**src/rtl/round_timer_ctrl.sv**
```systemverilog
// Game-round countdown controller: loads a clamped start value as BCD, counts down on
// divider ticks, supports pause/resume, and restarts the seconds divider on (re)start.
module round_timer_ctrl #(
    parameter int MAX_SEC  = 99,
    parameter int WARN_SEC = 10
) (
    input  logic       clk,
    input  logic       reset,
    input  logic       tick,
    output logic       div_clear,
    input  logic       start,
    input  logic       pause_toggle,
    input  logic [6:0] load_sec,
    output logic [3:0] sec_tens,
    output logic [3:0] sec_ones,
    output logic       running,
    output logic       paused,
    output logic       warn,
    output logic       timeout,
    output logic       done
);

    typedef enum logic [1:0] {
        ST_IDLE  = 2'd0,
        ST_RUN   = 2'd1,
        ST_PAUSE = 2'd2,
        ST_DONE  = 2'd3
    } state_t;

    function automatic logic [7:0] to_bcd(input logic [6:0] v);
        return {4'(v / 7'd10), 4'(v % 7'd10)};
    endfunction

    state_t     r_state;
    logic [3:0] r_tens, r_ones;
    logic       r_div_clear, r_timeout, r_running, r_paused, r_warn, r_done;

    state_t     w_state_n;
    logic [3:0] w_tens_n, w_ones_n;
    logic       w_div_clear_n, w_timeout_n, w_warn_n;
    logic [6:0] w_load_val, w_cnt_n;
    logic [7:0] w_load_bcd;
    logic       w_tick_ok, w_cnt_is_one, w_cnt_is_zero;

    assign w_load_val    = (load_sec > 7'(MAX_SEC)) ? 7'(MAX_SEC) : load_sec;
    assign w_load_bcd    = to_bcd(w_load_val);
    // A tick coinciding with the divider restart belongs to the aborted period.
    assign w_tick_ok     = tick && !r_div_clear;
    assign w_cnt_is_one  = (r_tens == 4'd0) && (r_ones == 4'd1);
    assign w_cnt_is_zero = (r_tens == 4'd0) && (r_ones == 4'd0);
    assign w_cnt_n       = ({3'd0, w_tens_n} * 7'd10) + {3'd0, w_ones_n};

    // Next-state, next-count and next-output decode
    always_comb begin
        w_state_n     = r_state;
        w_tens_n      = r_tens;
        w_ones_n      = r_ones;
        w_div_clear_n = 1'b0;
        w_timeout_n   = 1'b0;
        if (start) begin
            if (w_load_val != 7'd0) begin
                w_state_n     = ST_RUN;
                w_tens_n      = w_load_bcd[7:4];
                w_ones_n      = w_load_bcd[3:0];
                w_div_clear_n = 1'b1;
            end else begin
                w_state_n   = ST_DONE;
                w_tens_n    = 4'd0;
                w_ones_n    = 4'd0;
                w_timeout_n = 1'b1;
            end
        end else begin
            case (r_state)
                ST_IDLE: begin
                    w_state_n = ST_IDLE;
                end
                ST_RUN: begin
                    if (w_tick_ok && w_cnt_is_one) begin
                        w_tens_n    = 4'd0;
                        w_ones_n    = 4'd0;
                        w_state_n   = ST_DONE;
                        w_timeout_n = 1'b1;
                    end else begin
                        if (w_tick_ok && !w_cnt_is_zero) begin
                            if (r_ones == 4'd0) begin
                                w_ones_n = 4'd9;
                                w_tens_n = r_tens - 4'd1;
                            end else begin
                                w_ones_n = r_ones - 4'd1;
                            end
                        end else begin
                            w_ones_n = r_ones;
                        end
                        if (pause_toggle) begin
                            w_state_n = ST_PAUSE;
                        end else begin
                            w_state_n = ST_RUN;
                        end
                    end
                end
                ST_PAUSE: begin
                    if (pause_toggle) begin
                        w_state_n     = ST_RUN;
                        w_div_clear_n = 1'b1;
                    end else begin
                        w_state_n = ST_PAUSE;
                    end
                end
                ST_DONE: begin
                    w_tens_n = 4'd0;
                    w_ones_n = 4'd0;
                end
                default: begin
                    w_state_n = ST_IDLE;
                    w_tens_n  = 4'd0;
                    w_ones_n  = 4'd0;
                end
            endcase
        end
        if (((w_state_n == ST_RUN) || (w_state_n == ST_PAUSE)) &&
            (w_cnt_n != 7'd0) && (w_cnt_n <= 7'(WARN_SEC))) begin
            w_warn_n = 1'b1;
        end else begin
            w_warn_n = 1'b0;
        end
    end

    // State, count and registered outputs
    always_ff @(posedge clk or posedge reset) begin
        if (reset) begin
            r_state     <= ST_IDLE;
            r_tens      <= 4'd0;
            r_ones      <= 4'd0;
            r_div_clear <= 1'b0;
            r_timeout   <= 1'b0;
            r_running   <= 1'b0;
            r_paused    <= 1'b0;
            r_warn      <= 1'b0;
            r_done      <= 1'b0;
        end else begin
            r_state     <= w_state_n;
            r_tens      <= w_tens_n;
            r_ones      <= w_ones_n;
            r_div_clear <= w_div_clear_n;
            r_timeout   <= w_timeout_n;
            r_running   <= (w_state_n == ST_RUN);
            r_paused    <= (w_state_n == ST_PAUSE);
            r_warn      <= w_warn_n;
            r_done      <= (w_state_n == ST_DONE);
        end
    end

    assign sec_tens  = r_tens;
    assign sec_ones  = r_ones;
    assign div_clear = r_div_clear;
    assign timeout   = r_timeout;
    assign running   = r_running;
    assign paused    = r_paused;
    assign warn      = r_warn;
    assign done      = r_done;

endmodule

```
**config.mk**
```make
export PLATFORM = sky130hd
export DESIGN_NAME = round_timer_ctrl
export DESIGN_NICKNAME = d
export VERILOG_FILES = /design/src/rtl/round_timer_ctrl.sv
export SDC_FILE = /design/constraint.sdc
export NUM_CORES = 1
export LEC_CHECK = 0
export ABC_AREA = 1
export CAP_MARGIN = 15
export CORE_ASPECT_RATIO = 0.7
export CORE_UTILIZATION = 37
export DETAILED_ROUTE_END_ITERATION = 16
export PLACE_DENSITY = 0.62
export SLEW_MARGIN = 20
export SYNTH_ARGS = -nofsm -noshare
export SYNTH_HDL_FRONTEND = slang
export SYNTH_SLANG_ARGS = --single-unit
```
**constraint.sdc**
```tcl
create_clock -name clk -period 2.73 [get_ports clk]
set_input_delay 0.546 -clock clk [delete_from_list [all_inputs] [get_ports clk]]
set_output_delay 0.546 -clock clk [all_outputs]
set_load 0.1 [all_outputs]
```
Yosys cells after proc, flatten, opt, wreduce, memory -nomap -nowiden
Index checks and enable logic that the tools add are counted.
{"block": "totals", "reg_bits": 16, "wordCells": 67, "out_inout_bits": 14}
{"block": "classes", "mux": 28, "eq_ne": 7, "n_div": 2, "magnitude_cmp": 2, "multipliers": 1, "reduce_logical": 15, "n_addsub": 3}
{"cell": "$mux W4", "n": 10}
{"cell": "$pmux W4 S2", "n": 2}
{"cell": "$reduce_bool A7 Y1", "n": 2}
{"cell": "$mux W2", "n": 5}
{"cell": "$mux W1", "n": 9}
{"cell": "$eq A2 B2 Y1 const B", "n": 4}
{"cell": "$logic_not A4 Y1", "n": 2}
{"cell": "$sub A4 B1 Y4 const B", "n": 2}
{"cell": "$add A7 B4 Y7", "n": 1}
{"cell": "$div A7 B4 Y7 const B", "n": 1}
{"cell": "$gt A7 B7 Y1 const B", "n": 1}
{"cell": "$le A7 B4 Y1 const B", "n": 1}
{"cell": "$logic_and A1 B1 Y1", "n": 7}
{"cell": "$mod A7 B4 Y7 const B", "n": 1}
{"cell": "$mux W7", "n": 1}
{"cell": "$mul A4 B3 Y6 const B", "n": 1}
{"cell": "$pmux W2 S3", "n": 1}
{"cell": "$eq A2 B1 Y1 const B", "n": 2}
{"cell": "$eq A4 B1 Y1 const B", "n": 1}
{"cell": "$logic_not A1 Y1", "n": 2}
{"cell": "$logic_not A2 Y1", "n": 1}
{"cell": "$logic_or A1 B1 Y1", "n": 1}

Depth between registers and ports, before layout
Gate-level depths: netlist of run 1.
{"block": "logic_depth", "word_depth": 14, "depth_mapped": 33, "mapped_depth_nobuf": 33}

Least setup slack after synthesis of run 1
OpenSTA, ideal clock, no wires.
{"block": "synth_timing", "path_kind": "input to register", "startpoint": "input load_sec[3]", "endpoint": "register r_warn (netlist: warn)", "required_ps": 2644, "t_arrival_ps": 3749, "setup_slack_ps": -1105, "path_buffers": 0, "stages": 29, "path_cell_list": "nor2_2 > nand2_1 > nand2_2 > inv_1 > nor2_1 > ha_1 > nor2_2 > or3_1 > nand2_1 > inv_1 > nand3_2 > nand2_1 > nand2_1 > inv_1 > ha_1 > nand2_1 > nand2_2 > nand2_2 > nand2_1 > nand2_1 > ha_1 > ha_1 > nand2_1 > nand2_1 > a31oi_1 > xor2_1 > a211oi_1 > nand3_1 > nor3_1"}
{"block": "synth_via", "elab_chain_cells": 11}
{"element": "start: declaration", "line": "13", "rtl": "input logic [6:0] load_sec,"}
{"element": "$gt A7 B7 Y1", "line": "45", "rtl": "assign w_load_val = (load_sec > 7'(MAX_SEC)) ? 7'(MAX_SEC) : load_sec;"}
{"element": "$mux W7 *", "line": "45"}
{"element": "$div A7 B4 Y7 or $reduce_bool A7 Y1 (tied branches)", "line": "31, 61"}
{"element": "$mux W4 *", "line": "61", "rtl": "if (w_load_val != 7'd0) begin"}
{"element": "$mux W4 *", "line": "60", "rtl": "if (start) begin"}
{"element": "named net w_tens_n[0]", "line": "39", "rtl": "logic [3:0] w_tens_n, w_ones_n;"}
{"element": "$mul A4 B3 Y6 *", "line": "51", "rtl": "assign w_cnt_n = ({3'd0, w_tens_n} * 7'd10) + {3'd0, w_ones_n};"}
{"element": "$add A7 B4 Y7 *", "line": "51"}
{"element": "branches (longest 2 deep; another with $le A7 B4 Y1)"}
{"element": "$logic_and A1 B1 Y1 *", "line": "121", "rtl": "(w_cnt_n != 7'd0) && (w_cnt_n <= 7'(WARN_SEC))) begin"}
{"element": "$mux W1 *", "line": "120", "rtl": "if (((w_state_n == ST_RUN) || (w_state_n == ST_PAUSE)) &&"}
{"element": "named net w_warn_n", "line": "40", "rtl": "logic w_div_clear_n, w_timeout_n, w_warn_n;"}
{"element": "end signal: assignment", "line": "148", "rtl": "r_warn <= w_warn_n;"}
{"element": "end: declaration", "line": "36", "rtl": "logic r_div_clear, r_timeout, r_running, r_paused, r_warn, r_done;"}
Mark *: on every way through the listed nets, which the timed path passes.

Worst setup path after layout of run 1
Same ends and word-level chain as after synthesis.

==> results of run 1 <==
worst max path at each step:
| stage | cells after the start | slack (ns) | to | startpoint |
|---|---|---|---|---|
| 6_report | 30 | -0.95 | warn | load_sec[3] |
| 5_1_grt | 31 | -1.20 | warn | load_sec[3] |
| 3_5_place_dp | 33 | -1.68 | warn | load_sec[2] |
| 2_1_floorplan | 32 | -0.96 | warn | load_sec[6] |
| 3_3_place_gp | 29 | -1.57 | warn | load_sec[3] |
| 4_1_cts | 29 | -0.93 | warn | load_sec[2] |
metrics by stage:
step | TNS [ns] | hold slack (ns) | area (um^2)
final | -0.9525 | 0.6669 | 2795
after global routing | -1.250 | 0.7064 | 2795
after CTS | -0.9255 | 0.6808 | 2729
after detailed placement | -3.630 | 0.6764 | 2410
after global placement | -3.180 | 0.6613 | 2410
after floorplan | -0.9622 | 0.4595 | 1587
logic make-up after synthesis:
kind of cell,share of synthesized area
AOI/OAI and AO/OA,0.1196
xor gates and xnor gates,0.02279
adders and majority gates,0.1481
buffers and inverters,0.1180
DFF,0.2604
and+or+nand+nor,0.3312
sequential cells by signal (all words and copies together), names as in the netlist:
signal     flops
paused         1
done           1
r_state        2
timeout        1
div_clear      1
sec_tens       4
running        1
sec_ones       4
warn           1
metal layers:
layer / global-route usage / up-vias
met5: 0 / -
met4: 0.07792 / 0
met1: 0.3443 / 852
li1: - / 962
met2: 0.3744 / 61
met3: 0.03115 / 12
layout by cell type (no fill, tap or decap), types with 2 or more instances in the layout:
cell type / count
fa_2: 2
a21oi_1: 8
o211ai_1: 3
nand2_2: 13
nor4_1: 2
ha_4: 5
buf_4: 105
nor3_2: 4
ha_1: 10
nor2_1: 15
dfrtp_1: 13
nand3_1: 9
nor2_2: 2
buf_6: 7
nand4_1: 5
inv_2: 9
nand2_4: 6
dfrtp_2: 3
nand3_2: 3
clkbuf_8: 4
nor2_4: 4
clkdlybuf4s50_1: 6
inv_4: 2
nand2_1: 36
nor3_1: 4
inv_1: 36
xor2_1: 3
o21ai_0: 10
power by group through the flow:
stage	Sequential, uW	Clock [uW]	Combinational, uW
after floorplan	601	0	397
after global placement	304	0	1080
after detailed placement	305	0	1090
after CTS	300	221	1190
after global routing	305	233	1320
final	300	216	1220
final cells by class:
cell class	count	area share
clock buffers	4	0.01970
inverters	47	0.06491
multi-input cells	159	0.4087
flip-flops and latches	16	0.1446
well taps	52	0.02328
repair buffers	120	0.3389
what timing repair did:
action,CTS,global route
pin swaps,34,20
setup endpoints to repair,5,4
setup buffers,20,3
resized for setup,58,11
==> impl_results.md, run 1 <==
- Largest net degree at the start of global routing: 17
- Vias: 1887
- Largest cells by area after synthesis: dfrtp_1 (26%), ha_1 (12%), inv_1 (11%)
- Die Wd: 79.05 um
- Core area: slightly below 4000 um^2
- Biggest area consumer among synthesized cells: dfrtp_1
- Die Y: between 50 and 60 um
- Cell internal pwr: 893.8 uW
- Flop pwr share: 0.173
- Gpl congestion: between 0.8 and 0.9
- RSZ-0062 raised after global routing: yes
- Hold Buf Count CTS: 0
- PortBufs: 25
- First-pass GRT wire length: 8.231 mm
- DRT iter0 DRCs: 82
- Clock sink count: 16
- Worst skew pair latency: ~0.25 ns
- Number of synthesized flops with an enable pin: 0
- Sequential area share after synthesis: 0.2604
- Ant. Diodes: 0
- Syn_nets: about 250
- Total grt overflow: 0
- Number of CTS-inserted buffers: 3
- Slew @ Worst Pin: roughly 0.62 ns
- Total power draw: ~1700 uW
- R2r setup slk: -0.46 ns
- CTS tree: yes
- IO Pins: 26
- Initial Util: 0.3897
- Vias per cell: around 4.7
- Finished Layout Cells: ~400
- Clock power share: 0.124
- CP max stage cell: fa_2
- Post-synth top cells: inv_1 (45), nand2_1 (45), nor2_1 (18)
- Synth Instances: about 220
- Pins Over Slew Limit: 0
- Max Cap Viol: 0
- Reg-to-Reg Start: sec_tens[0]
- Failing checks: setup timing
- Area grow syn2layout: 81.77%
- Met2 routed WL: between 2 and 2.5 mm
- Final Cycle Share: 1.349
- Critical path class: primary input to flop
- Initial antenna violation count: 0
- Number of core rows: 19
- Routed WL: 5.072 mm
- Longest Clk Path Bufs: 2
- All-Layer GR Usage: 0.2406
- Register Area: a little over 400 um^2
- DP HPWL: ~3.6 mm
- Fin util: 0.7083
- Slew margin rel.: 0.5874
- Multi-input gate area: ~1100 um^2
- Fin. Hold Viols: 0
- Final-stage net count: between 300 and 400
- Crit-path most repeated cell: nand2_2
- Critical Path Start Type: primary input
- Ys async rst share: 1.000
- Fmax: between 200 and 300 MHz
- Post-Place Worst Slack: -1.681 ns
- Routed length per placed instance: roughly 13 um
- Lkg Pwr: about 0.0015 uW
- Worst path required time: ~2.9 ns
- M1 wire length: about 2.3 mm
- Status: finished, violations left
- Cell Area, Synth: approximately 1500 um^2
- CP peak stage delay: between 0.5 and 0.6 ns
- Crit path max fanout: 3
- Sw Pwr: around 840 uW
- Post-Place Cells: around 370
- Comb power frac: 0.702
- Met3 wire len: 343 um
- H-tree level count: 1
- Mean Syn Cell Area: between 6 and 7 um^2
- Pre-antenna DRT Iters: 4
- Switching share of power: 0.4854
- Number of global-route vias before repair: between 1500 and 2000
- Pwr dens: 621.3 nW/um^2
- Library cells used by synthesis: 33
- # DRC: 0
- Reg2Reg Capture Point: warn
- Root Buffer: clkbuf_8
- Full die area: 4422 um^2
- Arrival time worst endpoint: 3.86 ns
- Worst Path Buf+Inv: 4
- Setup-failing EPs final: 1
- Clk_skew: 0.002348 ns
- Flops & latches, synth: 16
- Hold/Removal Path Class: primary input to async pin
- Top FF cell, synth: dfrtp_1
- Yosys Warn Count: 0
- Post-synth top area share: 0.2604
- Tmin final: ~3.7 ns
- PnR worst setup slack: -0.9525 ns
- Cell family with most CP delay: simple AND/OR/NAND/NOR gates
- Register clock-pin slew on the reported worst setup and hold paths: ~0.070 ns
- Uppermost layer routed: met4
- R2r worst-path depth: 16
- Layout cells sized above 1: 0.5087
- # fillers: approximately 310
- Peak VDD IR: about 0.49 mV
- Crit. End Element: flop
- Post-route ant nets: 0
Note: power is estimated with default switching activity, not from simulation.
==> run 2, diff against run 1 <==
Settings changed: CORE_UTILIZATION 37 to 48, PLACE_DENSITY 0.62 to 0.77, SETUP_SLACK_MARGIN set to 0.3.
==> impl_results.md, run 2 <==
- Tool error: [ERROR GRT-0232] Routing congestion too high. Check the congestion heatmap in the GUI.
- Post-synth top cells: inv_1 (45), nand2_1 (45), nor2_1 (18)
- Top FF cell, synth: dfrtp_1
- PortBufs: 25 (unchanged)
- Die Y: 49.36 um (-12%)
- Number of core rows: 16 (-3)
- Die Wd: 69.65 um (-12%)
- Ys async rst share: 1.000 (unchanged)
- IO Pins: 26 (unchanged)
- Status: did not finish
- All-Layer GR Usage: 0.7266
- Sequential area share after synthesis: 0.2604 (unchanged)
- Biggest area consumer among synthesized cells: dfrtp_1
- Yosys Warn Count: 0 (unchanged)
- Synth Instances: 223 (unchanged)
- Initial Util: 0.5261 (+0.1364)
- Largest net degree at the start of global routing: 17
- Root Buffer: clkbuf_8
- Cell Area, Synth: 1538 um^2 (unchanged)
- Last stage: global routing
- Number of CTS-inserted buffers: 3 (unchanged)
- Longest Clk Path Bufs: 2 (unchanged)
- Library cells used by synthesis: 33 (unchanged)
- Worst_ep kind: register input
- Clock sink count: 16 (unchanged)
- Post-synth top area share: 0.2604 (unchanged)
- H-tree level count: 1 (unchanged)
- Flops & latches, synth: 16 (unchanged)
- Gpl congestion: 0.9443 (+12%)
- Number of synthesized flops with an enable pin: 0 (unchanged)
- Largest cells by area after synthesis: dfrtp_1 (26%), ha_1 (12%), inv_1 (11%)
- Syn_nets: 252 (unchanged)
- Grt repair worst endpoint: warn$_DFF_PP0_/D
- DP HPWL: 3.803 mm (+6.3%)
- Total grt overflow: 77
- Mean Syn Cell Area: 6.896 um^2 (unchanged)
- Post-Place Worst Slack: -1.788 ns (-0.1077 ns)
## run 2: cell counts after synthesis
No cell type changed its count.
## run 2: metrics by stage
step	util	TNS, ns	hold WS, ns	cells	instance area, um^2
after detailed placement	0.8134	-3.995	0.6936	353	2377
after CTS	0.9024	-1.063	0.6868	373	2638
after global placement	0.8134	-3.244	0.6706	353	2377
after floorplan	-	-0.9370	0.4595	223	1597
## run 2: timing repair
action	4_1_cts
cloned	0
endpoints found under the setup margin	10
gates resized for setup	49
setup buffers	16
hold buffers	0
pin swaps	30
## run 2: kinds of logic after synthesis
logic type               synth area share
AND/OR/NAND/NOR                    0.3312
flip-flops                         0.2604
buffers and inverters              0.1180
AO/OA/AOI/OAI                      0.1196
adder cells (fa/ha/maj)            0.1481
XOR/XNOR                          0.02279
## run 2: per-layer routing
metal | track usage | GRT overflow
met1 | 0.7401 | 0
met3 | 0.4277 | 1
met2 | 0.9773 | 53
met5 | 0.03175 | 0
met4 | 0.8033 | 23
==> run 3, diff against run 2 <==
Settings changed: CORE_ASPECT_RATIO 0.7 to unset, CORE_UTILIZATION 48 to 35, PLACE_DENSITY 0.77 to unset, PLACE_DENSITY_LB_ADDON set to 0.15, SETUP_SLACK_MARGIN 0.3 to unset.
Clock period 2.73 ns to 3.55 ns, I/O delays scaled along.
==> impl_results.md, run 3 (synthesis gave the netlist of run 1 again) <==
- Status: finished, violations left
- Number of core rows: 23 (+7)
- Root Buffer: clkbuf_8
- Area grow syn2layout: 72.90%
- DP HPWL: 3.203 mm (-16%)
- First-pass GRT wire length: between 7 and 8 mm
- Initial Util: 0.3737 (-0.1524)
- Post-route design area: 2659 um^2
- Peak VDD IR: around 0.46 mV
- Layout cells sized above 1: 0.4348
- Number of CTS-inserted buffers: 3 (unchanged)
- Worst path required time: between 3 and 4 ns
- Commonest non-fill, non-tap cell in the layout: buf_4
- Longest Clk Path Bufs: 2 (unchanged)
- Largest net degree at the start of global routing: 17
- Post-route ant nets: 0
- Initial antenna violation count: 0
- R2r worst-path depth: 18
- Routed length per placed instance: between 10 and 15 um
- PnR worst setup slack: -0.2106 ns
- Clk_skew: roughly 0.0024 ns
- Post-placement cell area: 2288 um^2 (-3.7%)
- Die Y: 68.29 um (+38%)
- Hold/Removal Path Class: flop to flop
- Vias: between 1500 and 2000
- Critical Path Start Type: primary input
- Gpl congestion: 0.7533 (-20%)
- Crit. End Element: flop
- Fmax: about 270 MHz
- CTS tree: yes
- PortBufs: 25 (unchanged)
- CP max stage cell: ha_4
- Full die area: around 4700 um^2
- Cell depth of the worst hold path: 2
- # fillers: 360
- IO Pins: 26 (unchanged)
- Tmin final: 3.761 ns
- Final-stage net count: 353
- Slew @ Worst Pin: 0.9963 ns
- H-tree level count: 1 (unchanged)
- Worst skew pair latency: between 0.2 and 0.25 ns
- Final Cycle Share: 1.059
- Clock sink count: 16 (unchanged)
- Finished Layout Cells: around 370
- Failing checks: setup timing
- Pins Over Slew Limit: 0
- Fin util: 0.6461
- Routed WL: 4.333 mm
- Die Wd: 68.29 um (-2.0%)
- CP peak stage delay: between 0.2 and 0.3 ns
- Slew margin rel.: 0.3337
- Ant. Diodes: 0
- Vias per cell: 4.626
- Pre-antenna DRT Iters: 4
- Critical path class: primary input to flop
- Crit-path most repeated cell: nand2_2
- Pwr dens: slightly below 500 nW/um^2
- Max Cap Viol: 0
- # DRC: 0
- Fin Hold WS: between 0.5 and 0.6 ns
- RSZ-0062 raised after global routing: yes
- Register clock-pin slew on the reported worst setup and hold paths: about 0.060 ns
- Core area: 4115 um^2
- Total grt overflow: 0
- Most frequent cells in the layout: buf_4 (68), inv_1 (39), nand2_1 (31), nand2_2 (20), clkdlybuf4s50_1 (20)
- DRT iter0 DRCs: 64
- Number of global-route vias before repair: roughly 1600
- Fin. Hold Viols: 0
- All-Layer GR Usage: 0.2040
- Lkg Pwr: roughly 0.0013 uW
- Crit path max fanout: 4
- Post-Place Cells: 350 (-0.85%)
- Setup-failing EPs final: 1
- Arrival time worst endpoint: a little under 4 ns
## run 3: worst paths after layout
| check | slack, ns | from | endpoint |
|---|---|---|---|
| hold reg to reg | 0.59 | r_state[1] | div_clear |
| setup / recovery | -0.21 | load_sec[6] | warn |
| setup reg to reg | 0.37 | sec_tens[1] | warn |
| max in group asynchronous | 2.29 | reset | sec_tens[3] |
| hold / removal | 0.59 | r_state[1] | div_clear |
| min in group asynchronous | 0.85 | reset | div_clear |
## run 3: area by class of cell
type	instances	area (um^2)	share of cell area
Multi-Input combinational cell	159	1164	0.4376
Timing Repair Buffer	97	812.0	0.3054
Sequential cell	16	400.4	0.1506
Inverter	47	178.9	0.06729
Tap cell	50	62.56	0.02353
Clock buffer	3	41.29	0.01553
## run 3: worst max-delay path: cells and delay by family
kind                     cells  cell delay, ns
AND/OR/NAND/NOR             21            1.55
adder cells (fa/ha/maj)      4            0.79
AO/OA/AOI/OAI                2            0.39
buffers and inverters        5            0.37
XOR/XNOR                     1            0.11
## run 3: power breakdown
part	internal [uW]	leakage (uW)	switching, uW
Sequential	214	0.000199	26.7
Clock	75.1	0.0000216	57.8
Combinational	351	0.00111	561
Total	641	0.00133	646
## run 3: metal layers
| layer | share of wire | global-route usage | up-vias |
|---|---|---|---|
| li1 | - | - | 919 |
| met1 | 0.51 | 0.2885 | 775 |
| met2 | 0.47 | 0.3419 | 25 |
| met3 | 0.024 | 0.03000 | 2 |
| met4 | 0.0030 | 0.007813 | 0 |
| met5 | 0 | 0 | - |
## run 3: through the flow
stage	setup slack (ns)	TNS, ns	power (uW)
3_3_place_gp	-0.9716	-0.9716	997.6
2_1_floorplan	-0.3063	-0.3063	765.3
4_1_cts	-0.2876	-0.2876	1216
5_1_grt	-0.4296	-0.4296	1376
6_report	-0.2106	-0.2106	1286
3_5_place_dp	-1.070	-1.070	1004
## run 3: timing repair
item,in CTS,in global routing
resized for setup,53,18
hold buffers,0,0
setup buffers,17,2
setup endpoints to repair,1,1
pin swaps,28,25
